===== src/rtl/aes_sbox_pkg.sv =====
// Shared types and constants for the AES S-box table controller.
package aes_sbox_pkg;

  localparam int SBOX_DEPTH = 256;
  localparam int SBOX_AW    = 8;

  typedef enum logic [2:0] {
    LOAD,
    IDLE,
    LOOKUP,
    CAPTURE,
    RESP
  } sbox_state_e;

  typedef enum logic {
    REQ_K,
    REQ_R
  } req_id_e;

endpackage


===== src/rtl/sbox_arb2.sv =====
// Two-way grant between key-expansion (K) and round (R) requesters.
// SBOX_RR_ARB_EN selects round-robin; otherwise K has fixed priority.
module sbox_arb2
  import aes_sbox_pkg::*;
(
  input  logic clk,
  input  logic rst_n,
  input  logic k_valid_i,
  input  logic r_valid_i,
  input  logic take_i,
  output logic k_grant_o,
  output logic r_grant_o
);

`ifdef SBOX_RR_ARB_EN
  req_id_e last_q;

  // On a tie, whoever was not served last wins.
  always_comb begin
    k_grant_o = k_valid_i & (~r_valid_i | (last_q == REQ_R));
    r_grant_o = r_valid_i & (~k_valid_i | (last_q == REQ_K));
  end

  always_ff @(posedge clk or negedge rst_n) begin
    if (!rst_n) begin
      last_q <= REQ_R;
    end else if (take_i) begin
      last_q <= k_grant_o ? REQ_K : REQ_R;
    end
  end
`else
  logic unused_arb;

  always_comb begin
    k_grant_o = k_valid_i;
    r_grant_o = r_valid_i & ~k_valid_i;
  end

  assign unused_arb = clk ^ rst_n ^ take_i;
`endif

endmodule


===== src/rtl/sbox_sched.sv =====
// S-box table controller: streams the table into the ROM after reset, then
// serves 4-byte SubWord lookups for K and R (arbitration: see SBOX_RR_ARB_EN).
//
// state   | meaning
// LOAD    | accepting table bytes, writing ROM addresses 0..255
// IDLE    | table loaded, waiting for a granted request
// LOOKUP  | rom_rd_en asserted for one cycle
// CAPTURE | waiting for rom_done, then latching the owner's response word
// RESP    | owner's rsp_valid pulse
module sbox_sched
  import aes_sbox_pkg::*;
(
  input  logic                clk,
  input  logic                rst_n,
  input  logic                ld_valid,
  input  logic [7:0]          ld_data,
  output logic                ld_ready,
  output logic                loaded,
  input  logic                k_req_valid,
  input  logic [31:0]         k_req_word,
  output logic                k_req_ready,
  output logic                k_rsp_valid,
  output logic [31:0]         k_rsp_word,
  input  logic                r_req_valid,
  input  logic [31:0]         r_req_word,
  output logic                r_req_ready,
  output logic                r_rsp_valid,
  output logic [31:0]         r_rsp_word,
  output logic                rom_rst,
  output logic                rom_wr_en,
  output logic [SBOX_AW-1:0]  rom_addr,
  output logic [7:0]          rom_in,
  output logic                rom_rd_en,
  output logic [SBOX_AW-1:0]  rom_addr0,
  output logic [SBOX_AW-1:0]  rom_addr1,
  output logic [SBOX_AW-1:0]  rom_addr2,
  output logic [SBOX_AW-1:0]  rom_addr3,
  input  logic [7:0]          rom_out0,
  input  logic [7:0]          rom_out1,
  input  logic [7:0]          rom_out2,
  input  logic [7:0]          rom_out3,
  input  logic                rom_done
);

  localparam logic [SBOX_AW-1:0] LAST_ADDR = SBOX_AW'(SBOX_DEPTH - 1);

  sbox_state_e             state_q;
  logic [SBOX_AW-1:0]      cnt_q;
  logic                    loaded_q;
  logic                    rom_rst_q;
  logic                    rom_wr_en_q;
  logic [SBOX_AW-1:0]      rom_addr_q;
  logic [7:0]              rom_in_q;
  logic                    rom_rd_en_q;
  logic [3:0][SBOX_AW-1:0] rd_addr_q;
  req_id_e                 owner_q;
  logic                    k_rsp_valid_q;
  logic                    r_rsp_valid_q;
  logic [31:0]             k_rsp_word_q;
  logic [31:0]             r_rsp_word_q;

  logic k_grant;
  logic r_grant;
  logic ld_accept;
  logic req_open;
  logic req_take;

  sbox_arb2 u_arb (
    .clk       (clk),
    .rst_n     (rst_n),
    .k_valid_i (k_req_valid),
    .r_valid_i (r_req_valid),
    .take_i    (req_take),
    .k_grant_o (k_grant),
    .r_grant_o (r_grant)
  );

  assign ld_ready    = (state_q == LOAD) & ~rom_rst_q;
  assign ld_accept   = ld_ready & ld_valid;
  assign req_open    = (state_q == IDLE) & loaded_q;
  assign k_req_ready = req_open & k_grant;
  assign r_req_ready = req_open & r_grant;
  assign req_take    = (k_req_ready & k_req_valid) | (r_req_ready & r_req_valid);

  always_ff @(posedge clk or negedge rst_n) begin
    if (!rst_n) begin
      state_q       <= LOAD;
      cnt_q         <= '0;
      loaded_q      <= 1'b0;
      rom_rst_q     <= 1'b1;
      rom_wr_en_q   <= 1'b0;
      rom_addr_q    <= '0;
      rom_in_q      <= '0;
      rom_rd_en_q   <= 1'b0;
      rd_addr_q     <= '0;
      owner_q       <= REQ_K;
      k_rsp_valid_q <= 1'b0;
      r_rsp_valid_q <= 1'b0;
      k_rsp_word_q  <= '0;
      r_rsp_word_q  <= '0;
    end else begin
      rom_rst_q     <= 1'b0;
      rom_wr_en_q   <= 1'b0;
      k_rsp_valid_q <= 1'b0;
      r_rsp_valid_q <= 1'b0;
      case (state_q)
        LOAD: begin
          if (ld_accept) begin
            rom_wr_en_q <= 1'b1;
            rom_addr_q  <= cnt_q;
            rom_in_q    <= ld_data;
            cnt_q       <= cnt_q + 1'b1;
            if (cnt_q == LAST_ADDR) begin
              loaded_q <= 1'b1;
              state_q  <= IDLE;
            end
          end
        end
        IDLE: begin
          if (req_take) begin
            rd_addr_q   <= k_req_ready ? k_req_word : r_req_word;
            owner_q     <= k_req_ready ? REQ_K : REQ_R;
            rom_rd_en_q <= 1'b1;
            state_q     <= LOOKUP;
          end
        end
        LOOKUP: begin
          rom_rd_en_q <= 1'b0;
          state_q     <= CAPTURE;
        end
        CAPTURE: begin
          if (rom_done) begin
            if (owner_q == REQ_K) begin
              k_rsp_word_q  <= {rom_out3, rom_out2, rom_out1, rom_out0};
              k_rsp_valid_q <= 1'b1;
            end else begin
              r_rsp_word_q  <= {rom_out3, rom_out2, rom_out1, rom_out0};
              r_rsp_valid_q <= 1'b1;
            end
            state_q <= RESP;
          end
        end
        RESP: begin
          state_q <= IDLE;
        end
        default: begin
          state_q <= LOAD;
        end
      endcase
    end
  end

  assign loaded      = loaded_q;
  assign rom_rst     = rom_rst_q;
  assign rom_wr_en   = rom_wr_en_q;
  assign rom_addr    = rom_addr_q;
  assign rom_in      = rom_in_q;
  assign rom_rd_en   = rom_rd_en_q;
  assign rom_addr0   = rd_addr_q[0];
  assign rom_addr1   = rd_addr_q[1];
  assign rom_addr2   = rd_addr_q[2];
  assign rom_addr3   = rd_addr_q[3];
  assign k_rsp_valid = k_rsp_valid_q;
  assign r_rsp_valid = r_rsp_valid_q;
  assign k_rsp_word  = k_rsp_word_q;
  assign r_rsp_word  = r_rsp_word_q;

endmodule

===== config.mk =====
export PLATFORM = sky130hd
export DESIGN_NAME = sbox_sched
export DESIGN_NICKNAME = d
export VERILOG_FILES = /design/src/rtl/aes_sbox_pkg.sv /design/src/rtl/sbox_arb2.sv /design/src/rtl/sbox_sched.sv
export SDC_FILE = /design/constraint.sdc
export NUM_CORES = 1
export LEC_CHECK = 0
export CAP_MARGIN = 10
export CORE_MARGIN = 2
export CORE_UTILIZATION = 38
export DETAILED_ROUTE_END_ITERATION = 16
export PLACE_DENSITY_LB_ADDON = 0.08
export SYNTH_ARGS = -nofsm -noshare
export SYNTH_HDL_FRONTEND = slang
export SYNTH_HIERARCHICAL = 1
export SYNTH_SLANG_ARGS = --single-unit

===== constraint.sdc =====
create_clock -name clk -period 1.8 [get_ports clk]
set_input_delay 0.18 -clock clk [delete_from_list [all_inputs] [get_ports clk]]
set_output_delay 0.18 -clock clk [all_outputs]
set_load 0.01 [all_outputs]

==> results.json <==
{
  "cp_data_required_time_ps": 1620,
  "worst-setup-path-type": "reg2out",
  "htree_levels": 4,
  "die_w_um": 123,
  "grt_max_degree": 131,
  "nets": 741,
  "antenna_found_initial": 0,
  "routedWlPerCell_um": 17.4,
  "yosys_warnings": 6,
  "fin_crit_ps": 1700,
  "drt.antenna.violating_nets": 0,
  "clk_latency_ps": 420,
  "globalplace.congestion": 0.820,
  "slew_viol_final": 0,
  "cp.depth": 4,
  "worstSetupEndpoint": "k_req_ready",
  "diodes": 0,
  "pin_count": 231,
  "fin_ws_ps": 95.1,
  "cp-start-kind": "register",
  "irDropWorstVdd_mv": 0.606,
  "power_mw": 7.26,
  "synth-async-reset-ratio_pct": 100,
  "viasPerCell": 5.05,
  "cp_slowest_stage_delay_ps": 370,
  "worst_slew_pin_slew_ps": 742,
  "fin_hold_ws_ps": 329,
  "synth_edf_count": 0,
  "r2r_end": "cnt_q[1]",
  "syn2layout_area_growth_pct": 58.8,
  "dieArea_um2": 15100,
  "dominantRegCellSynth": "dfrtp_1",
  "synth-seq-cells": 130,
  "crit_chain": "buf_4, nand4bb_4, nor2_4, buf_2",
  "synth_compound_area_share_pct": 13.4,
  "avgSynthCellArea_um2": 13.8,
  "fmax_mhz": 587,
  "io_buffers": 230,
  "die_y_um": 123,
  "slew_headroom_pct": 50.5,
  "clk_pin_slew_ps": 50,
  "status": "finished clean",
  "reg2regPathDepth": 5,
  "grt_usage_pct": 19.4,
  "setup.worst_path.start": "state_q[1]",
  "crit_path_end_kind": "output port",
  "synth-simple-area-share_pct": 3.94,
  "finalSetupViolCount": 0,
  "num_vias": 4158,
  "first_pass_iters": 4,
  "place_hpwl_um": 9710,
  "syn_nets": 501,
  "grt_pass1_vias": 4312,
  "synth_fa_ha_area_share_pct": 0.233,
  "r2r_start": "rom_rst",
  "place_ws_ps": -21.3,
  "critPathMaxFanout": 8,
  "mostFrequentLayoutCells": "clkdlybuf4s50_1 (226), dfrtp_1 (129), mux2_2 (73), o21ai_0 (35)",
  "syn_area_um2": 5370,
  "overflow": 0,
  "min_period_over_period_pct": 94.7,
  "synth_top_family_by_area": "multiplexers",
  "ys_types": 38,
  "synth_xor_area_share_pct": 1.14,
  "cts_tree": "built",
  "drc_errors": 0,
  "total_leakage_power_nw": 3.78,
  "power_density_nw_per_um2": 851,
  "seq_area_frac_synth_pct": 60.6,
  "final-hold-violation-count": 0,
  "maxCapViolCount": 0,
  "rows": 43,
  "clock-sinks": 130,
  "cp_num_buf_inv": 2,
  "grt_pass1_wl_um": 22200,
  "clockRootBuffer": "clkbuf_16",
  "worstPathArrival_ps": 1520,
  "grt_setup_unrepaired": "no",
  "slowest_stage": "dfrtp_1",
  "cts_buffers": 17,
  "min_path_type": "in2reg",
  "clock_path_buffers": 2,
  "synth_cells": 390,
  "routed_wl_um": 14300,
  "floorplan.initialDensity_pct": 38.8,
  "coreArea_um2": 13800,
  "synthMuxAreaShare_pct": 17.5,
  "crit_family": "simple AND/OR/NAND/NOR gates",
  "clock_skew_ps": 5.67,
  "layout.cells.most_common": "clkdlybuf4s50_1",
  "drtIter0Drc": 257,
  "drive_above_1_share_pct": 22.4,
  "rrSetupSlack_ps": 120
}
[state kept, by name, indices dropped and copies added, names as in the netlist]
register,flops
rom_rst,1
rom_addr1,8
rom_addr2,8
k_rsp_valid,1
rom_wr_en,1
state_q,3
r_rsp_word,32
rom_addr3,8
rom_addr0,8
loaded,1
owner_q,1
rom_rd_en,1
rom_in,8
r_rsp_valid,1
rom_addr,8
k_rsp_word,32
cnt_q,8
[worst min-delay path, cell delays in order]
cell and delay (ps):
clkdlybuf4s50_1 390, o21ai_0 70, a2bb2oi_1 60
[repair_timing]
| item | CTS | global route |
|---|---|---|
| setup endpoints to repair | 3 | 11 |
| hold endpoints to repair | 129 | 0 |
| hold buffers | 1 | 0 |
| buffers inserted | 1 | 0 |
| pin swaps | 3 | 0 |
| gates resized for setup | 16 | 1 |
[how the worst min path moves through the flow]
stage	start	end	slack, ps	cells past startpoint
finish	r_req_word[14]	rom_addr1[6]	330	3
global route	r_req_word[7]	rom_addr0[7]	320	3
CTS	r_req_word[14]	rom_addr1[6]	310	3
detailed placement	rst_n	rom_addr0[2]	370	2
global placement	rst_n	rom_addr0[1]	350	2
floorplan	rst_n	cnt_q[0]	-120	0
[through the flow]
stage | instance area, um^2 | TNS [ps] | instances | utilization, %
after detailed placement | 7950 | -21.3 | 789 | 57.5
after global placement | 7950 | -15.8 | 789 | 57.5
final | 8530 | 0 | 823 | 61.7
after CTS | 8530 | 0 | 823 | 61.7
after global routing | 8530 | 0 | 823 | 61.7
after floorplan | 5370 | 0 | 390 | -
[Yosys cell counts (all sizes together), types with 3 or more instances]
library cell	number	share of area, %
xor2	5	0.82
nand2	7	0.79
nand2b	3	0.35
buf	11	1.3
nor3	4	0.47
mux2	81	18
nand4	4	0.47
a211oi	32	4.5
nor2	4	0.28
inv	5	0.35
clkbuf	18	1.3
a2bb2oi	32	5.2
dfrtp	129	60
o21ai	35	3.3
[area by class of cell]
type,instances,area [um^2]
clock buffers,24,502
clock inverters,8,52.6
fillers,1075,5300
inverters,6,27.5
multi-input cells,225,1990
flip-flops and latches,130,3250
well taps,180,225
repair buffers,250,2480
[cell families (layout without fill, tap and decap cells)]
logic type,Yosys count,count (layout)
DFF,130,130
AOI/OAI and AO/OA,103,103
muxes,81,81
buffers and inverters,35,288
and+or+nand+nor,32,32
xor gates and xnor gates,7,7
adders and majority gates,1,1
other,1,1
[where the power goes]
group / total, mW / leakage (nW) / switching (mW) / internal, mW
clock network: 3.18 / 0.260 / 1.24 / 1.93
registers: 3.22 / 1.77 / 0.139 / 3.08
logic: 0.864 / 1.75 / 0.307 / 0.557
[layer usage]
metal | vias to the layer above | GRT usage, % | share of wire, %
met1 | 2051 | 23.9 | 41
met4 | 0 | 8.91 | 2.2
met2 | 159 | 30.2 | 49
li1 | 1925 | - | -
met3 | 23 | 7.29 | 7.5
met5 | - | 0 | 0
No activity file was read; power rests on OpenSTA's default activity.
